**src/rtl/decode_instr_queue.sv**
```systemverilog
// Decoded-instruction queue between decode and the micro stage.
// Each accepted result is stamped with a running EIP and handed on in FIFO order.
module decode_instr_queue #(
    parameter int DEPTH = 4,
    localparam int PTR_W = $clog2(DEPTH),
    localparam int CNT_W = PTR_W + 1
) (
    input  logic             clk,
    input  logic             rst,
    input  logic             flush,
    input  logic [31:0]      flush_eip,
    input  logic             dec_valid,
    output logic             dec_ready,
    input  logic [6:0]       dec_cmd,
    input  logic [3:0]       dec_cmdex,
    input  logic             dec_is_8bit,
    input  logic             dec_is_complex,
    input  logic             dec_exception_ud,
    input  logic [3:0]       dec_consumed,
    output logic             micro_valid,
    input  logic             micro_ready,
    output logic [6:0]       micro_cmd,
    output logic [3:0]       micro_cmdex,
    output logic             micro_is_8bit,
    output logic             micro_is_complex,
    output logic             micro_exception_ud,
    output logic [3:0]       micro_consumed,
    output logic [31:0]      micro_eip,
    output logic [CNT_W-1:0] queue_count
);
    localparam int                ENTRY_W      = 50;
    localparam logic [0:0]        ST_ACCEPTING = 1'b0;
    localparam logic [0:0]        ST_BLOCKED   = 1'b1;
    localparam logic [31:0]       RESET_EIP    = 32'h0000FFF0;
    localparam logic [CNT_W-1:0]  FULL_COUNT   = CNT_W'(DEPTH);

    logic [ENTRY_W-1:0] entry_r [DEPTH];
    logic [PTR_W-1:0]   wr_ptr_r, rd_ptr_r, wr_ptr_nxt_s, rd_ptr_nxt_s;
    logic [CNT_W-1:0]   count_r, count_nxt_s;
    logic [0:0]         state_r, state_nxt_s;
    logic [31:0]        eip_run_r, eip_run_nxt_s;
    logic               micro_valid_r, dec_ready_r;
    logic               push_s, pop_s;

    assign push_s = dec_valid && dec_ready_r && !flush;
    assign pop_s  = micro_valid_r && micro_ready && !flush;

    // Next-state for pointers, occupancy, running EIP and the #UD block state.
    always_comb begin
        wr_ptr_nxt_s  = wr_ptr_r;
        rd_ptr_nxt_s  = rd_ptr_r;
        count_nxt_s   = count_r;
        eip_run_nxt_s = eip_run_r;
        state_nxt_s   = state_r;
        if (flush) begin
            wr_ptr_nxt_s  = {PTR_W{1'b0}};
            rd_ptr_nxt_s  = {PTR_W{1'b0}};
            count_nxt_s   = {CNT_W{1'b0}};
            eip_run_nxt_s = flush_eip;
            state_nxt_s   = ST_ACCEPTING;
        end else begin
            if (push_s) begin
                wr_ptr_nxt_s  = wr_ptr_r + PTR_W'(1);
                eip_run_nxt_s = eip_run_r + {28'h0000000, dec_consumed};
            end else begin
                wr_ptr_nxt_s  = wr_ptr_r;
            end
            if (pop_s) begin
                rd_ptr_nxt_s = rd_ptr_r + PTR_W'(1);
            end else begin
                rd_ptr_nxt_s = rd_ptr_r;
            end
            case ({push_s, pop_s})
                2'b10:   count_nxt_s = count_r + CNT_W'(1);
                2'b01:   count_nxt_s = count_r - CNT_W'(1);
                default: count_nxt_s = count_r;
            endcase
            // Only a flush or reset leaves BLOCKED; draining does not.
            case (state_r)
                ST_ACCEPTING: begin
                    if (push_s && dec_exception_ud) begin
                        state_nxt_s = ST_BLOCKED;
                    end else begin
                        state_nxt_s = ST_ACCEPTING;
                    end
                end
                ST_BLOCKED: state_nxt_s = ST_BLOCKED;
                default:    state_nxt_s = ST_BLOCKED;
            endcase
        end
    end

    // Control state plus handshake outputs registered from their next values.
    always_ff @(posedge clk) begin
        if (rst) begin
            wr_ptr_r      <= {PTR_W{1'b0}};
            rd_ptr_r      <= {PTR_W{1'b0}};
            count_r       <= {CNT_W{1'b0}};
            eip_run_r     <= RESET_EIP;
            state_r       <= ST_ACCEPTING;
            micro_valid_r <= 1'b0;
            dec_ready_r   <= 1'b1;
        end else begin
            wr_ptr_r      <= wr_ptr_nxt_s;
            rd_ptr_r      <= rd_ptr_nxt_s;
            count_r       <= count_nxt_s;
            eip_run_r     <= eip_run_nxt_s;
            state_r       <= state_nxt_s;
            micro_valid_r <= (count_nxt_s != {CNT_W{1'b0}});
            dec_ready_r   <= (count_nxt_s < FULL_COUNT) && (state_nxt_s == ST_ACCEPTING);
        end
    end

    // Entry storage; cleared by reset only, a flush leaves stale contents.
    always_ff @(posedge clk) begin
        if (rst) begin
            for (int i = 0; i < DEPTH; i++) begin
                entry_r[i] <= {ENTRY_W{1'b0}};
            end
        end else if (push_s) begin
            entry_r[wr_ptr_r] <= {dec_cmd, dec_cmdex, dec_is_8bit, dec_is_complex,
                                  dec_exception_ud, dec_consumed, eip_run_r};
        end
    end

    assign {micro_cmd, micro_cmdex, micro_is_8bit, micro_is_complex,
            micro_exception_ud, micro_consumed, micro_eip} = entry_r[rd_ptr_r];
    assign micro_valid = micro_valid_r;
    assign dec_ready   = dec_ready_r;
    assign queue_count = count_r;

    decode_instr_queue_chk u_chk (
        .clk              (clk),
        .rst              (rst),
        .push             (push_s),
        .dec_exception_ud (dec_exception_ud),
        .dec_consumed     (dec_consumed)
    );
endmodule

// Property checks for the decode queue: a legal instruction is never zero bytes long.
module decode_instr_queue_chk (
    input logic       clk,
    input logic       rst,
    input logic       push,
    input logic       dec_exception_ud,
    input logic [3:0] dec_consumed
);
    a_nonzero_len: assert property (@(posedge clk) disable iff (rst)
        (push && !dec_exception_ud) |-> (dec_consumed != 4'd0));
endmodule

```
**config.mk**
```make
export PLATFORM = sky130hd
export DESIGN_NAME = decode_instr_queue
export DESIGN_NICKNAME = d
export VERILOG_FILES = /design/src/rtl/decode_instr_queue.sv
export SDC_FILE = /design/constraint.sdc
export NUM_CORES = 1
export LEC_CHECK = 0
export ABC_AREA = 0
export CAP_MARGIN = 30
export CORE_MARGIN = 1.5
export CORE_UTILIZATION = 45
export CTS_CLUSTER_DIAMETER = 150
export DETAILED_ROUTE_END_ITERATION = 7
export GPL_TIMING_DRIVEN = 0
export MAX_ROUTING_LAYER = met4
export PLACE_DENSITY = 0.68
export SYNTH_ARGS = -nofsm -noshare
export SYNTH_HDL_FRONTEND = slang
export SYNTH_SLANG_ARGS = --single-unit
export TNS_END_PERCENT = 5
```
**constraint.sdc**
```tcl
create_clock -name clk -period 5.43 [get_ports clk]
set_input_delay 0.8145 -clock clk [delete_from_list [all_inputs] [get_ports clk]]
set_output_delay 0.8145 -clock clk [all_outputs]
set_load 0.01 [all_outputs]
```
== Word level (Yosys, flattened, before mapping) ==
Memories as Yosys holds them, arrays and structs flattened. A register that Yosys moved wholly into a read port is not among the register bits.
Index checks and enable logic that the tools add are counted.
W data, S select, Z words.

* Bits in registers: 42
* RAM bits: 200
* Bits of input ports: 55
* Output and inout port bits: 55
* Word-level logic and storage cells: 46
* Memories: 1

* Add/sub/neg operators: 5
* $lt $le $gt $ge: 1
* Eq/ne operators: 2
* Mux-type cells: 17
* Bitwise operators: 2
* Reductions and logical operators: 11

{| class="wikitable"
|+ Memory list
! memory !! depth !! bits a word !! rd ports !! clocked after Yosys merged registers in !! write ports !! RTL line !! source
|-
| entry_r || 4 || 50 || 1 || 1 || 4 || 37 || <nowiki>logic [ENTRY_W-1:0] entry_r [DEPTH];</nowiki>
|}

{| class="wikitable"
|+ Operators with widths
! cell !! number
|-
| $mux W32 || 2
|-
| $mux W50 || 1
|-
| $reduce_or A50 Y1 || 1
|-
| $add A32 B4 Y32 || 1
|-
| $mux W1 || 8
|-
| $logic_and A1 B1 Y1 || 6
|-
| $mux W2 || 3
|-
| $pmux W3 S2 || 1
|-
| $add A2 B1 Y2 const B || 2
|-
| $add A3 B1 Y3 const B || 1
|-
| $lt A3 B3 Y1 const B || 1
|-
| $mux W3 || 1
|-
| $reduce_bool A3 Y1 || 1
|-
| $sub A3 B1 Y3 const B || 1
|-
| $eq A2 B1 Y1 const B || 1
|-
| $eq A2 B2 Y1 const B || 1
|-
| $not A1 Y1 || 2
|-
| $pmux W1 S2 || 1
|-
| $reduce_bool A2 Y1 || 1
|-
| $reduce_or A2 Y1 || 1
|-
| $logic_not A1 Y1 || 1
|}

== Longest topological paths before layout ==
* Word-level depth: 8
* Mapped depth: 11
* Gate-level depth less buffers: 10

== Worst setup path after synthesis ==
No wires, ideal clock.

* Kind: input to register
* From: in dec_valid
* To: mem entry_r[3][0] (enable)
* Setup time: 0.527 ns
* Data arrival time: 4.910 ns
* Data required time: 4.903 ns
* Slack: -0.007 ns
* Stages on the path: 5
* Buffers on the path: 1
* Cell sequence: nand2_1 > buf_1 > nor2_1 > nand2_1 > o21ai_0

{| class="wikitable"
|+ RTL lines
! what !! RTL line !! source
|-
| start, declared || 12 || <nowiki>input logic dec_valid,</nowiki>
|-
| end, declared || 37 ||
|}

==> tab_implementation.tex <==
\begin{tabular}{lr}
\hline
Metric & Value \\
\hline
\multicolumn{2}{l}{\textbf{Outcome}} \\
\quad Result of the run & complete, no violations \\
\multicolumn{2}{l}{\textbf{Routing}} \\
\quad DRC viols & 0 \\
\quad Post-DRT Antenna Nets & 0 \\
\quad Starting DRT DRC Count & 534 \\
\quad Number of vias after detailed routing & 6934 \\
\quad Wirelength, routed & roughly 26000 µm \\
\quad Number of search-and-repair iterations in the first detailed-routing pass & 7 \\
\quad Routed via count divided by cell count & 5.289 \\
\quad Mean routed wirelength per cell & 19.49 µm \\
\multicolumn{2}{l}{\textbf{Timing}} \\
\quad Number of endpoints with negative hold slack in the final report & 0 \\
\quad Post-route fraction of the period consumed by the critical path & approximately two thirds \\
\quad Unrepaired setup endpoints after global routing & false \\
\quad Measured slew at the worst slew-check pin & 842.9 ps \\
\quad Max-slew violation count & 0 \\
\quad Max Clock Skew & 6.339 ps \\
\quad Highest achievable clock rate & 0.2828 GHz \\
\quad Remaining max-slew budget at the tightest pin & between 40\% and 50\% \\
\quad Fin crit period & 3536 ps \\
\quad Final setup violation count & 0 \\
\multicolumn{2}{l}{\textbf{Global routing}} \\
\quad Pin count of the biggest net entering global routing & 26 \\
\quad Via count of the first global-routing pass & 7138 \\
\quad Overall routing resource usage & between 20\% and 30\% \\
\quad First-pass GRT wire length & 39400 µm \\
\quad Number of antenna violations at the first check in global routing & 0 \\
\quad Global-route congestion overflow total & 0 \\
\multicolumn{2}{l}{\textbf{Clock tree}} \\
\quad Resized Gates After CTS & 0 \\
\quad CTS tree & yes \\
\quad Longest Clk Path Bufs & 3 \\
\quad Clock latency on the worst-skew pair & 520 ps \\
\quad Post-CTS Setup Inserts & 0 \\
\quad Clock Tree Root & sky130\_fd\_sc\_hd\_\_clkbuf\_16 \\
\quad Number of buffers created by CTS & 26 \\
\quad Sinks on Clock Net & 244 \\
\quad Clock slew seen by the registers of the worst setup and hold paths & 60 ps \\
\quad Hold-fix buffer count after cts & 0 \\
\quad H-tree depth & 1 \\
\multicolumn{2}{l}{\textbf{Die}} \\
\quad Number of placed I/O pins & 110 \\
\quad DIE AREA & about 25000 µm² \\
\quad Die width & $\sim$160 µm \\
\quad Core Box Area & 23400 µm² \\
\quad Number of placement rows & between 50 and 60 \\
\quad Starting utilization of the core area & between 40\% and 50\% \\
\quad Vertical die dimension & 157.2 µm \\
\multicolumn{2}{l}{\textbf{Finish}} \\
\quad Register area & 6887 µm² \\
\quad Diode count & 0 \\
\quad Commonest non-fill, non-tap cells in the layout & 200 x sky130\_fd\_sc\_hd\_\_edfxtp\_1, 189 x sky130\_fd\_sc\_hd\_\_nor2\_1, 108 x sky130\_fd\_sc\_hd\_\_clkdlybuf4s50\_1 \\
\quad Final-stage net count & 1035 \\
\quad Multi-input gate area in the final layout & between 3000 and 4000 µm² \\
\quad Share of cells above drive strength 1 & 12.50\% \\
\quad Number of filler cells placed in the layout & roughly 2000 \\
\quad Post-route design area & 13270 µm² \\
\quad Most common cell after layout, fill and taps aside & sky130\_fd\_sc\_hd\_\_edfxtp\_1 \\
\quad Area growth from synthesis to final layout & 23.98\% \\
\multicolumn{2}{l}{\textbf{Power and ir drop}} \\
\quad Leak Pwr & a little under 5 nW \\
\quad Power per cell area & roughly 320 nW/µm² \\
\quad VDD IR-drop max & 0.2450 mV \\
\quad Overall power after layout & between 0.004 and 0.005 W \\
\multicolumn{2}{l}{\textbf{Place}} \\
\quad Count of buffers from port buffering & 108 \\
\quad Dpl cell area & 12420 µm² \\
\quad Routability cong. & 0.8959 \\
\quad Post-DP HPWL & 17160 µm \\
\multicolumn{2}{l}{\textbf{Logic synthesis}} \\
\quad Post-synthesis compound-gate area fraction & 3.741\% \\
\quad Mean Syn Cell Area & 12.91 µm² \\
\quad Synthesized flop and latch total & 244 \\
\quad Simple-gate portion of the synthesized area & between 10\% and 20\% \\
\quad Count of flip-flops with a built-in enable after synthesis & 200 \\
\quad Area of the mapped netlist & 10700 µm² \\
\quad Predominant post-synthesis flop cell & sky130\_fd\_sc\_hd\_\_edfxtp\_1 \\
\quad Unique cell type count in the Yosys netlist & 55 \\
\quad Synthesized-area fraction occupied by xor and xnor cells & under 10\% \\
\quad Proportion of synthesized area in mux cells & 10.99\% \\
\quad Share of flip-flops with an asynchronous set or reset & 0\% \\
\quad Number of instances in the synthesized netlist & a little over 800 \\
\quad Number of warning messages in the yosys log & 0 \\
\quad Sequential element share of the synthesized area & roughly 64\% \\
\quad Synth Net Count & 891 \\
\quad Main combinational cell family by area after synthesis & simple AND/OR/NAND/NOR gates \\
\quad Adder and majority gate portion of the synthesized area & 0.9587\% \\
\multicolumn{2}{l}{\textbf{Setup path}} \\
\quad Dominant cell type by count on the critical path & sky130\_fd\_sc\_hd\_\_clkbuf\_1 \\
\quad Slowest library cell on the worst path & sky130\_fd\_sc\_hd\_\_clkbuf\_1 \\
\quad Crit. End Element & output port \\
\quad Maximum cell stage delay along the critical path & 580 ps \\
\quad Critical path startpoint category & register \\
\quad Ordered list of cells on the worst path & clkbuf\_1 > clkbuf\_1 > mux4\_2 > clkdlybuf4s50\_1 \\
\quad Classification of the worst setup path & reg -> out \\
\quad Maximum fanout encountered on the critical timing path & 10 \\
\quad Crit path required time & between 4000 and 5000 ps \\
\quad Data arrival time of the critical path & 2720 ps \\
\multicolumn{2}{l}{\textbf{Flow run}} \\
\quad Number of maximum-capacitance constraint violations & 0 \\
\multicolumn{2}{l}{\textbf{Worst hold path}} \\
\quad Worst hold-check path type & reg -> reg \\
\hline
\end{tabular}
[cell families (layout without fill, tap and decap cells)]
group	Yosys count	count (layout)
compound gates	59	59
xor+xnor	27	27
fa+ha+maj	7	7
buf+inv	107	270
flops	244	244
mux	55	55
simple gates	330	330
[registers in the layout, indices dropped and copies added (netlist names), named ones only]
signal / count
queue_count: 3
state_r: 1
wr_ptr_r: 2
micro_valid: 1
dec_ready: 1
rd_ptr_r: 2
eip_run_r: 32
entry_r: 200
[per-stage QoR]
step,TNS (ps),hold slack (ps),util [%],worst slack [ps],instances
2_1_floorplan,0,453.5,-,37.19,829
3_3_place_gp,-601980,475.3,52.05,-3676,1256
3_5_place_dp,0,507.4,53.06,1871,1264
4_1_cts,0,518.0,56.69,1858,1311
5_1_grt,0,554.9,56.69,1767,1311
6_report,0,525.8,56.69,1894,1311
[power breakdown]
part,switching [W],internal (W)
clock,0.000701,0.00106
sequential,0.0000389,0.00211
combinational,0.000212,0.000179
[worst paths after layout]
path / start / to / slack, ps / depth (start not counted)
max reg2reg: eip_run_r[0] / eip_run_r[12] / 2850 / 7
min: state_r / state_r / 530 / 2
min reg2reg: state_r / state_r / 530 / 2
max: register / micro_exception_ud / 1890 / 4
[cell type report]
| type | count | area share [%] |
|---|---|---|
| Sequential cell | 244 | 51.91 |
| Multi-Input combinational cell | 478 | 25.74 |
| Timing Repair Buffer | 116 | 9.581 |
| Clock buffer | 45 | 6.130 |
| Tap cell | 319 | 3.008 |
| Buffer | 50 | 1.745 |
| Inverter | 57 | 1.613 |
| Clock inverter | 2 | 0.2829 |
[per-layer routing]
layer  vias up  share of wire (%)  GRT usage, %
met1      3379                 41         28.78
met3        50                7.4         3.772
met4         0                3.0         7.188
li1       3255                  -             -
met2       250                 48         35.66
met5         -                  0             -
[critical path, delay by kind of cell (launching register included)]
family	cells	cell delay, ps
flip-flops	1	300
multiplexers	1	450
buffers and inverters	3	1450
[cell usage after synthesis, types with 10 or more instances]
master,instances,area (µm²)
sky130_fd_sc_hd__nor3_1,11,55.05
sky130_fd_sc_hd__clkbuf_1,36,135.1
sky130_fd_sc_hd__nand2_1,75,281.5
sky130_fd_sc_hd__edfxtp_1,200,6006
sky130_fd_sc_hd__xor2_1,10,87.58
sky130_fd_sc_hd__a211oi_1,13,97.59
sky130_fd_sc_hd__a21oi_1,16,80.08
sky130_fd_sc_hd__nor2_1,189,709.4
sky130_fd_sc_hd__xnor2_1,17,148.9
sky130_fd_sc_hd__dfxtp_1,44,880.8
sky130_fd_sc_hd__mux4_2,50,1126
sky130_fd_sc_hd__inv_1,57,214.0
Power figures use the tool's default switching activity.
